===== src/rtl/seg7_pattern_decoder_if.sv =====
// -----------------------------------------------------------------------------
// seg7_pattern_decoder_if
//   Bundles the 7-segment sense bus and the decoded results of
//   seg7_pattern_decoder.
//
//   Signals
//     seg_in       7      active-low segment bus, bit0=a .. bit6=g
//     value_out    4      last accepted valid hex digit
//     valid        1      value_out reflects a currently displayed digit
//     invalid_pat  1      last accepted pattern is neither digit nor blank
//     step_up      1      1-cycle pulse, digit == previous + 1 (mod 16)
//     step_down    1      1-cycle pulse, digit == previous - 1 (mod 16)
//     step_err     1      1-cycle pulse, any other digit-to-digit change
//     change_cnt   CNT_W  saturating count of accepted pattern changes
//     state_dbg    2      decoder FSM state (0=EMPTY, 1=LOCKED, 2=FAULT)
//
//   Modports
//     master : the side that drives the display bus and observes the results
//     slave  : the decoder itself
//
//   Handshake: there is no valid/ready pair. seg_in is a free-running level
//   bus sampled on every clock; all result signals are registered levels or
//   single-cycle pulses that are only meaningful when sampled after the
//   rising clock edge on which they change.
// -----------------------------------------------------------------------------
interface seg7_pattern_decoder_if #(
   parameter int CNT_W = 8
);
   logic [6:0]       seg_in;
   logic [3:0]       value_out;
   logic             valid;
   logic             invalid_pat;
   logic             step_up;
   logic             step_down;
   logic             step_err;
   logic [CNT_W-1:0] change_cnt;
   logic [1:0]       state_dbg;

   modport master (
      output seg_in,
      input  value_out,
      input  valid,
      input  invalid_pat,
      input  step_up,
      input  step_down,
      input  step_err,
      input  change_cnt,
      input  state_dbg
   );

   modport slave (
      input  seg_in,
      output value_out,
      output valid,
      output invalid_pat,
      output step_up,
      output step_down,
      output step_err,
      output change_cnt,
      output state_dbg
   );
endinterface


===== src/rtl/seg7_pattern_decoder.sv =====
// -----------------------------------------------------------------------------
// seg7_pattern_decoder
//   Reader end of a 7-segment display link. Samples an active-low segment bus,
//   rejects patterns that are not held for STABLE_CYCLES consecutive samples,
//   decodes accepted patterns back to a hex nibble, counts accepted changes
//   and classifies digit-to-digit transitions as +1 / -1 / other (mod 16).
//
//   Parameters
//     STABLE_CYCLES  consecutive identical samples needed to accept (>=1)
//     CNT_W          width of change_cnt (must match the interface CNT_W)
//
//   Ports
//     clk    in   single clock, all state on posedge
//     reset  in   synchronous, active-high
//     bus    slave modport of seg7_pattern_decoder_if (see that file)
//
//   Configuration macro
//     SEG7_DEC_STEPCHK_EN  defined: step_up/step_down/step_err are generated.
//                          undefined: step_* are tied low and the comparison
//                          logic is absent. Decode, valid, invalid_pat and
//                          change_cnt behave identically in both builds.
//
//   Timing: a new pattern first sampled on edge k and held steady updates the
//   outputs on edge k+STABLE_CYCLES+1.
// -----------------------------------------------------------------------------
module seg7_pattern_decoder #(
   parameter int STABLE_CYCLES = 4,
   parameter int CNT_W         = 8
) (
   input  logic                   clk,
   input  logic                   reset,
   seg7_pattern_decoder_if.slave  bus
);

   // Stability counter must be able to hold the value STABLE_CYCLES.
   localparam int SW = (STABLE_CYCLES < 1) ? 1 : $clog2(STABLE_CYCLES + 1);
   localparam logic [SW-1:0] STAB_MAX = SW'(STABLE_CYCLES);

   localparam logic [6:0] PAT_BLANK = 7'h7F;

   typedef enum logic [1:0] {
      ST_EMPTY  = 2'd0,
      ST_LOCKED = 2'd1,
      ST_FAULT  = 2'd2
   } state_e;

   // Returns {is_digit, digit}.
   function automatic logic [4:0] decode(input logic [6:0] pat);
      logic [4:0] r;
      case (pat)
         7'h40:   r = 5'h10;
         7'h79:   r = 5'h11;
         7'h24:   r = 5'h12;
         7'h30:   r = 5'h13;
         7'h19:   r = 5'h14;
         7'h12:   r = 5'h15;
         7'h02:   r = 5'h16;
         7'h78:   r = 5'h17;
         7'h00:   r = 5'h18;
         7'h10:   r = 5'h19;
         7'h08:   r = 5'h1A;
         7'h03:   r = 5'h1B;
         7'h46:   r = 5'h1C;
         7'h21:   r = 5'h1D;
         7'h06:   r = 5'h1E;
         7'h0E:   r = 5'h1F;
         default: r = 5'h00;
      endcase
      return r;
   endfunction

   // ---------------------------------------------------------------------------
   // State
   // ---------------------------------------------------------------------------
   state_e           state;
   logic [6:0]       seg_q;
   logic [SW-1:0]    stab_cnt;
   logic             taken;
   logic [6:0]       acc_pat;
   logic [3:0]       value_q;
   logic             valid_q;
   logic             invalid_q;
   logic [CNT_W-1:0] change_cnt_q;
`ifdef SEG7_DEC_STEPCHK_EN
   logic             step_up_q;
   logic             step_down_q;
   logic             step_err_q;
`endif

   // ---------------------------------------------------------------------------
   // Sampling / acceptance
   // ---------------------------------------------------------------------------
   logic          seg_same;
   logic [SW-1:0] stab_next;
   logic          accept;
   logic          change_ev;
   logic [4:0]    dec;
   logic          is_digit;
   logic [3:0]    digit;
   logic          is_blank;

   always_comb begin
      seg_same  = (bus.seg_in == seg_q);
      stab_next = '0;
      if (seg_same) begin
         stab_next = (stab_cnt == STAB_MAX) ? STAB_MAX : stab_cnt + 1'b1;
      end
      // taken blocks a second accept of the same steady run.
      accept    = (stab_cnt == STAB_MAX) && !taken;
      // Re-accepting the pattern already on record (e.g. after a short
      // glitch) is not a change and must stay invisible.
      change_ev = accept && (seg_q != acc_pat);
      dec       = decode(seg_q);
      is_digit  = dec[4];
      digit     = dec[3:0];
      is_blank  = (seg_q == PAT_BLANK);
   end

`ifdef SEG7_DEC_STEPCHK_EN
   // value_q holds the previous digit while LOCKED; 4-bit arithmetic gives the
   // F->0 and 0->F wraps for free.
   logic [3:0] prev_plus;
   logic [3:0] prev_minus;

   always_comb begin
      prev_plus  = value_q + 4'd1;
      prev_minus = value_q - 4'd1;
   end
`endif

   // ---------------------------------------------------------------------------
   // Single sequential block: sampler, acceptance and FSM
   // ---------------------------------------------------------------------------
   always_ff @(posedge clk) begin
      if (reset) begin
         state        <= ST_EMPTY;
         seg_q        <= PAT_BLANK;
         stab_cnt     <= '0;
         taken        <= 1'b0;
         acc_pat      <= PAT_BLANK;
         value_q      <= 4'd0;
         valid_q      <= 1'b0;
         invalid_q    <= 1'b0;
         change_cnt_q <= '0;
`ifdef SEG7_DEC_STEPCHK_EN
         step_up_q    <= 1'b0;
         step_down_q  <= 1'b0;
         step_err_q   <= 1'b0;
`endif
      end else begin
         seg_q    <= bus.seg_in;
         stab_cnt <= stab_next;

         // A changed sample restarts the run, so it must also re-arm accept
         // even if this same edge is accepting the old run.
         if (!seg_same) begin
            taken <= 1'b0;
         end else if (accept) begin
            taken <= 1'b1;
         end

`ifdef SEG7_DEC_STEPCHK_EN
         step_up_q   <= 1'b0;
         step_down_q <= 1'b0;
         step_err_q  <= 1'b0;
`endif

         if (change_ev) begin
            acc_pat <= seg_q;
            if (change_cnt_q != {CNT_W{1'b1}}) begin
               change_cnt_q <= change_cnt_q + 1'b1;
            end

            if (is_digit) begin
`ifdef SEG7_DEC_STEPCHK_EN
               if (state == ST_LOCKED) begin
                  // +1 is checked first; for 4 bits +1 and -1 never coincide.
                  if (digit == prev_plus) begin
                     step_up_q <= 1'b1;
                  end else if (digit == prev_minus) begin
                     step_down_q <= 1'b1;
                  end else begin
                     step_err_q <= 1'b1;
                  end
               end
`endif
               value_q   <= digit;
               valid_q   <= 1'b1;
               invalid_q <= 1'b0;
               state     <= ST_LOCKED;
            end else if (is_blank) begin
               valid_q   <= 1'b0;
               invalid_q <= 1'b0;
               state     <= ST_EMPTY;
            end else begin
               valid_q   <= 1'b0;
               invalid_q <= 1'b1;
               state     <= ST_FAULT;
            end
         end
      end
   end

   // ---------------------------------------------------------------------------
   // Outputs
   // ---------------------------------------------------------------------------
   assign bus.value_out   = value_q;
   assign bus.valid       = valid_q;
   assign bus.invalid_pat = invalid_q;
   assign bus.change_cnt  = change_cnt_q;
   assign bus.state_dbg   = state;
`ifdef SEG7_DEC_STEPCHK_EN
   assign bus.step_up     = step_up_q;
   assign bus.step_down   = step_down_q;
   assign bus.step_err    = step_err_q;
`else
   assign bus.step_up     = 1'b0;
   assign bus.step_down   = 1'b0;
   assign bus.step_err    = 1'b0;
`endif

endmodule


===== src/flat_wrapper.sv =====
// flat-port wrapper written by rule: the top's interface ports become plain ports
module seg7_pattern_decoder_flat 
#(
   parameter int STABLE_CYCLES = 4,
   parameter int CNT_W         = 8
)
  (clk, reset, bus_seg_in, bus_value_out, bus_valid, bus_invalid_pat, bus_step_up, bus_step_down, bus_step_err, bus_change_cnt, bus_state_dbg);
  seg7_pattern_decoder_if #(.CNT_W(CNT_W)) bus_i ();
  input  logic clk;
  input  logic reset;
  input wire logic [$bits(bus_i.seg_in)-1:0] bus_seg_in;
  output wire logic [$bits(bus_i.value_out)-1:0] bus_value_out;
  output wire logic [$bits(bus_i.valid)-1:0] bus_valid;
  output wire logic [$bits(bus_i.invalid_pat)-1:0] bus_invalid_pat;
  output wire logic [$bits(bus_i.step_up)-1:0] bus_step_up;
  output wire logic [$bits(bus_i.step_down)-1:0] bus_step_down;
  output wire logic [$bits(bus_i.step_err)-1:0] bus_step_err;
  output wire logic [$bits(bus_i.change_cnt)-1:0] bus_change_cnt;
  output wire logic [$bits(bus_i.state_dbg)-1:0] bus_state_dbg;
  assign bus_i.seg_in = bus_seg_in;
  assign bus_value_out = bus_i.value_out;
  assign bus_valid = bus_i.valid;
  assign bus_invalid_pat = bus_i.invalid_pat;
  assign bus_step_up = bus_i.step_up;
  assign bus_step_down = bus_i.step_down;
  assign bus_step_err = bus_i.step_err;
  assign bus_change_cnt = bus_i.change_cnt;
  assign bus_state_dbg = bus_i.state_dbg;
  seg7_pattern_decoder #(.STABLE_CYCLES(STABLE_CYCLES), .CNT_W(CNT_W)) u_core (.clk(clk), .reset(reset), .bus(bus_i));
endmodule

===== config.mk =====
export PLATFORM = sky130hd
export DESIGN_NAME = seg7_pattern_decoder_flat
export DESIGN_NICKNAME = d
export VERILOG_FILES = /design/src/rtl/seg7_pattern_decoder_if.sv /design/src/rtl/seg7_pattern_decoder.sv /design/src/flat_wrapper.sv
export SDC_FILE = /design/constraint.sdc
export NUM_CORES = 1
export LEC_CHECK = 0
export ABC_AREA = 1
export CORE_MARGIN = 3
export CORE_UTILIZATION = 35
export CTS_BUF_LIST = sky130_fd_sc_hd__clkbuf_4
export CTS_CLUSTER_DIAMETER = 30
export CTS_CLUSTER_SIZE = 12
export DETAILED_ROUTE_END_ITERATION = 8
export DONT_BUFFER_PORTS = 1
export GPL_TIMING_DRIVEN = 0
export SYNTH_ARGS = -nofsm -noshare
export SYNTH_HDL_FRONTEND = slang
export SYNTH_SLANG_ARGS = --single-unit

===== constraint.sdc =====
create_clock -name clk -period 1.4 [get_ports clk]
set_input_delay 0.28 -clock clk [delete_from_list [all_inputs] [get_ports clk]]
set_output_delay 0.28 -clock clk [all_outputs]
set_load 0.01 [all_outputs]

==> metrics, run 1 <==
Synth async-reset ratio 0%; placed wire-length estimate 3030 um; most common cell in the netlist nand2_1; Lkg Pwr 1.06 nW; r2r worst-path depth 8; Avg Synthesized Cell Area 7.58 um^2; number of nets with antenna violations after routing 0; startpoint types register; fmax 653 MHz; CTS tree yes; WL final 4570 um; Final Power 1.67 mW; vias in the first global route 1,697; Sequential Power Share 56.0%; area growth from synthesis to layout 32.3%; Compound-Gate Fraction of Synth Area 12.9%; share of cells above drive strength 1 46.3%; worst path bufs/invs 1; Initial Utilization 36.8%; Netlist cell types 36; Crit path max-delay family simple AND/OR/NAND/NOR gates; Levels on crit path 8; Largest stage delay, worst path 0.42 ns; Post-synth top cells 59 x nand2_1, 32 x dfxtp_1, 28 x nor2_1, 19 x inv_1; Synth Area in Adders 1.96%; top_reg_cell synth dfxtp_1; GRT Overall Usage 14.8%; Placer Congestion 0.840; post-synth design cell area 1920 um^2; clock skew 0.00928 ns; Synth Register Bits 32; Critical Path Start u_core.bus.change_cnt[0]; Cell Pwr Density 659 nW/um^2; Num CTS Buffers 5; RSZ-0062 raised after global routing yes; final core occ 48.7%; Worst R2R Start u_core.bus.change_cnt[0]; synth top area cells dfxtp_1 33%, nand2_1 12%, nor2_1 5.5%, nand3_2 4.7%, inv_1 3.7%; I/O Buffers 0; Worst Path Required 1.62 ns; Place WS -0.207 ns; DRC Markers 0; Worst-path clk slew 0.11 ns; Synth Area in Simple Gates 36.4%; register area share after synthesis 33.4%; HP Class input pin to register; leading area contributor after synthesis dfxtp_1; initial antenna violation count 0; Int Pwr 1.18 mW; hold_buf cts 0; Nets 296; switching power 0.494 mW; io pins 28; final period utilization 109%; routed len/inst 12.9 um; core area 5200 um^2; Critical Path Slowest Stage Cell dfxtp_4; largest family of logic cells by synthesized area simple AND/OR/NAND/NOR gates; Cell Chain, Critical Path ha_4 -> nand3_2 -> nand3b_1 -> nor2_4 -> nand2_4 -> buf_12 -> nand3b_4 -> a21oi_2; startpoint of the worst hold path bus_seg_in[4]; Synth Area in XOR/XNOR 5.48%; global-route wire length before repair 7500 um; Starting DRT DRC Count 43; Final Critical Period 1.53 ns; headroom to the max-slew limit 52.1%; largest net degree at the start of global routing 12; clk root buf clkbuf_4; CTS sink cnt 32; Worst Tran Pin Value 0.718 ns; arrival time worst endpoint 1.75 ns; Inserted Diodes 0; Crit Path Class register to register; top cell type's share of synthesized area 33.4%; Worst IR Drop VDD 0.000413 V; final hold violation count 0; WHS Path Cells 2; final number of max-transition violations 0; combinational share of power 11.4%; failing checks setup timing; # setup viols final 21; mux cell area share after synthesis 0%; outcome finished, violations left; Die Ht 80.0 um; critical-path maximum fanout 5; EDFF count, synth 0; synthesized instance count 253; H-Tree Depth 2; CTS max path bufs 2; switching share of power 29.5%; clock share of power 32.5%; drt pass-1 iters 4; final setup margin -0.132 ns; die footprint 6400 um^2; CP endpoint kind register; Max Cap Violations 0; total grt overflow 0; Row Count 26; vias per cell 4.85; die extent in x 80.0 um; TNS Setup -1.51 ns; Clock Latency Late Sink 0.34 ns; Synth Warn # 0; via count 1,721
## worst register-to-register path, cell delays in order (launching register included)
cell      delay (ns)
dfxtp_4         0.42
ha_4            0.15
nand3_2         0.06
nand3b_1        0.24
nor2_4          0.17
nand2_4         0.09
buf_12          0.15
nand3b_4        0.07
a21oi_2         0.05
## what timing repair did
item                       4_1_cts  5_1_grt
gates resized for setup         46       33
setup endpoints to repair       21       21
setup buffers                   14        7
pin swaps                       14       15
cloned                           1        0
## worst paths after layout
check,slack (ns),endpoint
setup / recovery,-0.13,u_core.bus.change_cnt[0]
hold / removal,0.01,u_core.seg_q[4]
setup reg to reg,-0.13,u_core.bus.change_cnt[0]
hold reg to reg,0.42,u_core.stab_cnt[0]
## layer usage
| metal | wire [um] | global-route usage, % | part of all wire, % |
|---|---|---|---|
| met5 | 0 | 0 | 0 |
| met4 | 94 | 6.93 | 2.1 |
| met3 | 297 | 3.84 | 6.5 |
| met2 | 2230 | 24.0 | 49 |
| met1 | 1950 | 18.1 | 43 |
## cell usage in the layout, fill, tap and decap left out, drive strengths merged, types with 4 or more instances in the layout
cell type,instances
xnor2,4
nor3,5
nor2,35
nand3,18
or2,4
nand2,69
a21oi,15
o211ai,8
buf,32
inv,26
clkbuf,6
xor2,8
dfxtp,32
## registers in the layout, summed over array words and instances (netlist names)
| name | cells |
|---|---|
| u_core.bus.state_dbg | 1 |
| u_core.bus.change_cnt | 8 |
| u_core.stab_cnt | 3 |
| u_core.bus.value_out | 4 |
| u_core.seg_q | 7 |
| u_core.bus.invalid_pat | 1 |
| u_core.taken | 1 |
| u_core.acc_pat | 7 |
## power by group through the flow
stage	Combinational, mW	Clock [mW]	Sequential, mW
after global placement	0.137	0	0.953
after detailed placement	0.137	0	0.952
after floorplan	0.113	0	0.949
after global routing	0.210	0.596	0.939
after CTS	0.163	0.564	0.933
final	0.191	0.544	0.936
## per-stage QoR
step	area, um^2	instances	hold WS (ns)
2_1_floorplan	1950	255	0.365
3_3_place_gp	2040	325	0.370
3_5_place_dp	2040	325	0.373
4_1_cts	2360	348	0.00185
5_1_grt	2540	355	0.0110
6_report	2540	355	0.0147
## layout make-up
cell class	count	area [um^2]
multi-input cells	186	1310
repair buffers	22	189
clock inverters	3	18.8
inverters	26	115
fillers	510	2670
plain buffers	11	106
flip-flops and latches	32	671
well taps	70	87.6
clock buffers	5	37.5
## cells by family after synthesis
kind of cell	count (synthesis)
and+or+nand+nor	135
buffers and inverters	37
AOI/OAI and AO/OA	33
DFF	32
xor gates and xnor gates	12
adders and majority gates	3
other	1
No activity file was read; power rests on OpenSTA's default activity.
==> run 2, diff against run 1 <==
--- a/config.mk
+++ b/config.mk
@@ -12,7 +12,6 @@
 export CTS_CLUSTER_DIAMETER = 30
 export CTS_CLUSTER_SIZE = 12
 export DETAILED_ROUTE_END_ITERATION = 8
-export DONT_BUFFER_PORTS = 1
 export GPL_TIMING_DRIVEN = 0
 export SYNTH_ARGS = -nofsm -noshare
 export SYNTH_HDL_FRONTEND = slang
==> run 2 against run 1 <==
  * The run still ends with setup timing left
  * Wire length grew 9.8%
  * Design area increased by 20%
  * Worst hold slack better by 0.48 ns
  * Largest cell class unchanged
  * Utilization up 9.9 points
  * Sequential power hardly changed
==> metrics, run 2 (synthesized netlist as in run 1, its figures left out) <==
Starting DRT DRC Count 75 (+74%); Worst Tran Pin Value 0.750 ns (+0.0325 ns); vias per cell 4.78 (-1.5%); Lkg Pwr 1.32 nW (+25%); commonest non-fill, non-tap cell in the layout buf_4; CTS tree yes; Int Pwr 1.38 mW (+18%); Worst-path clk slew 0.11 ns (about the same); Sequential Power Share 49.6% (-6.4 points); Max Cap Violations 0 (unchanged); Worst IR Drop VDD 0.000423 V (+2.5%); switching share of power 26.5% (-3.0 points); DRC Markers 0 (unchanged); GRT Overall Usage 16.6% (+1.8 points); clock skew 0.00947 ns (+0.000187 ns); via count 1,882 (+9.4%); combinational share of power 13.1% (+1.7 points); clock share of power 37.4% (+4.9 points); io pins 28 (unchanged); most frequent cells in the layout 33 x buf_4, 32 x nand2_1, 26 x nand2_2; routed len/inst 12.7 um (-1.1%); Worst Path Required 1.64 ns (+0.02 ns); max reg flops 8 (unchanged); final number of max-transition violations 0 (unchanged); Clock Latency Late Sink 0.34 ns (about the same); Nets 335 (+13%); startpoint types register; final period utilization 108% (-1.3 points); CTS sink cnt 32 (unchanged); arrival time worst endpoint 1.76 ns (about the same); HP Class register to register; Final Critical Period 1.51 ns (-0.0184 ns); number of nets with antenna violations after routing 0 (unchanged); switching power 0.500 mW (+1.3%); clk root buf clkbuf_4; CP endpoint kind register; TNS Setup -1.15 ns (+0.366 ns); Inserted Diodes 0 (unchanged); Row Count 26 (unchanged); CTS max path bufs 2 (unchanged); H-Tree Depth 2 (unchanged); die extent in x 80.0 um (unchanged); final setup margin -0.113 ns (+0.0184 ns); total grt overflow 0 (unchanged); Placer Congestion 0.911 (+8.5%); WL final 5020 um (+9.8%); fin area 3050 um^2 (+20%); headroom to the max-slew limit 50.0% (-2.2 points); Crit Path Class register to register; Cell Pwr Density 618 nW/um^2 (-6.2%); drt pass-1 iters 4 (unchanged); area growth from synthesis to layout 59.1%; I/O Buffers 24 (+24); Num CTS Buffers 5 (unchanged); fmax 661 MHz (+1.2%); initial antenna violation count 0 (unchanged); Die Ht 80.0 um (unchanged); vias in the first global route 1,801 (+6.1%); core area 5200 um^2 (unchanged); die footprint 6400 um^2 (unchanged); hold_buf cts 0 (unchanged); outcome finished, violations left; placed standard-cell area 2280 um^2 (+12%); failing checks setup timing; Initial Utilization 36.8% (unchanged); share of cells above drive strength 1 53.7% (+7.4 points); global-route wire length before repair 8290 um (+10%); # setup viols final 14 (-33%); RSZ-0062 raised after global routing yes; critical-path maximum fanout 6 (+1); largest net degree at the start of global routing 11 (-1); placed wire-length estimate 3110 um (+2.5%); final hold violation count 0 (unchanged)
run 2: final cells by class:
class,instances,area [um^2]
well taps,70,87.6
repair buffers,63,574
plain buffers,9,72.6
fillers,453,2160
clock inverters,3,37.5
clock buffers,5,37.5
multi-input cells,186,1430
inverters,26,120
flip-flops and latches,32,691
run 2: path summary, 6_finish.rpt:
check	cells after the start	end	start	slack, ns
worst min register to register	2	u_core.bus.value_out[2]	u_core.bus.value_out[2]	0.49
worst max register to register	10	u_core.bus.value_out[1]	u_core.seg_q[2]	-0.11
worst max-delay path	10	u_core.bus.value_out[1]	u_core.seg_q[2]	-0.11
worst min-delay path	2	u_core.bus.value_out[2]	u_core.bus.value_out[2]	0.49
run 2: layer usage:
metal / vias to the layer above / share of wire, % / GRT usage [%]
met5: - / 0 / 0
met4: 0 / 2.4 / 7.09
met3: 13 / 5.0 / 4.29
met2: 46 / 50 / 28.0
met1: 866 / 43 / 19.8
li1: 957 / - / -
run 2: worst max-delay path, stage by stage (launching register included):
cell and delay (ns):
dfxtp_4 0.39, inv_6 0.08, nand2_1 0.07, nor2_1 0.20, nand2_1 0.10, nand2_2 0.14, nor2_4 0.05, nand3_4 0.11
nand2_8 0.10, nor2_2 0.13, nor2_2 0.04
run 2: stage by stage:
step / setup slack (ns) / total power, mW / hold WS, ns / util [%] / cells
floorplan: 0.00424 / 1.06 / 0.365 / - / 255
global placement: -0.328 / 1.12 / 0.435 / 43.8 / 349
detailed placement: -0.324 / 1.12 / 0.443 / 43.8 / 349
CTS: -0.144 / 1.88 / 0.487 / 54.7 / 388
global route: -0.226 / 1.96 / 0.511 / 58.6 / 394
finish: -0.113 / 1.88 / 0.490 / 58.6 / 394
run 2: power groups by stage:
stage	sequential (mW)	clock (mW)	combinational (mW)
detailed placement	0.952	0	0.166
finish	0.934	0.705	0.246
global placement	0.953	0	0.166
global route	0.936	0.759	0.269
floorplan	0.949	0	0.113
CTS	0.930	0.725	0.226
run 2: repair_timing:
action                                  in CTS  in global routing
cloned                                       1                  1
pin swaps                                   25                 24
endpoints found under the setup margin      39                 31
setup buffers                               31                  8
gates resized for setup                     95                 52
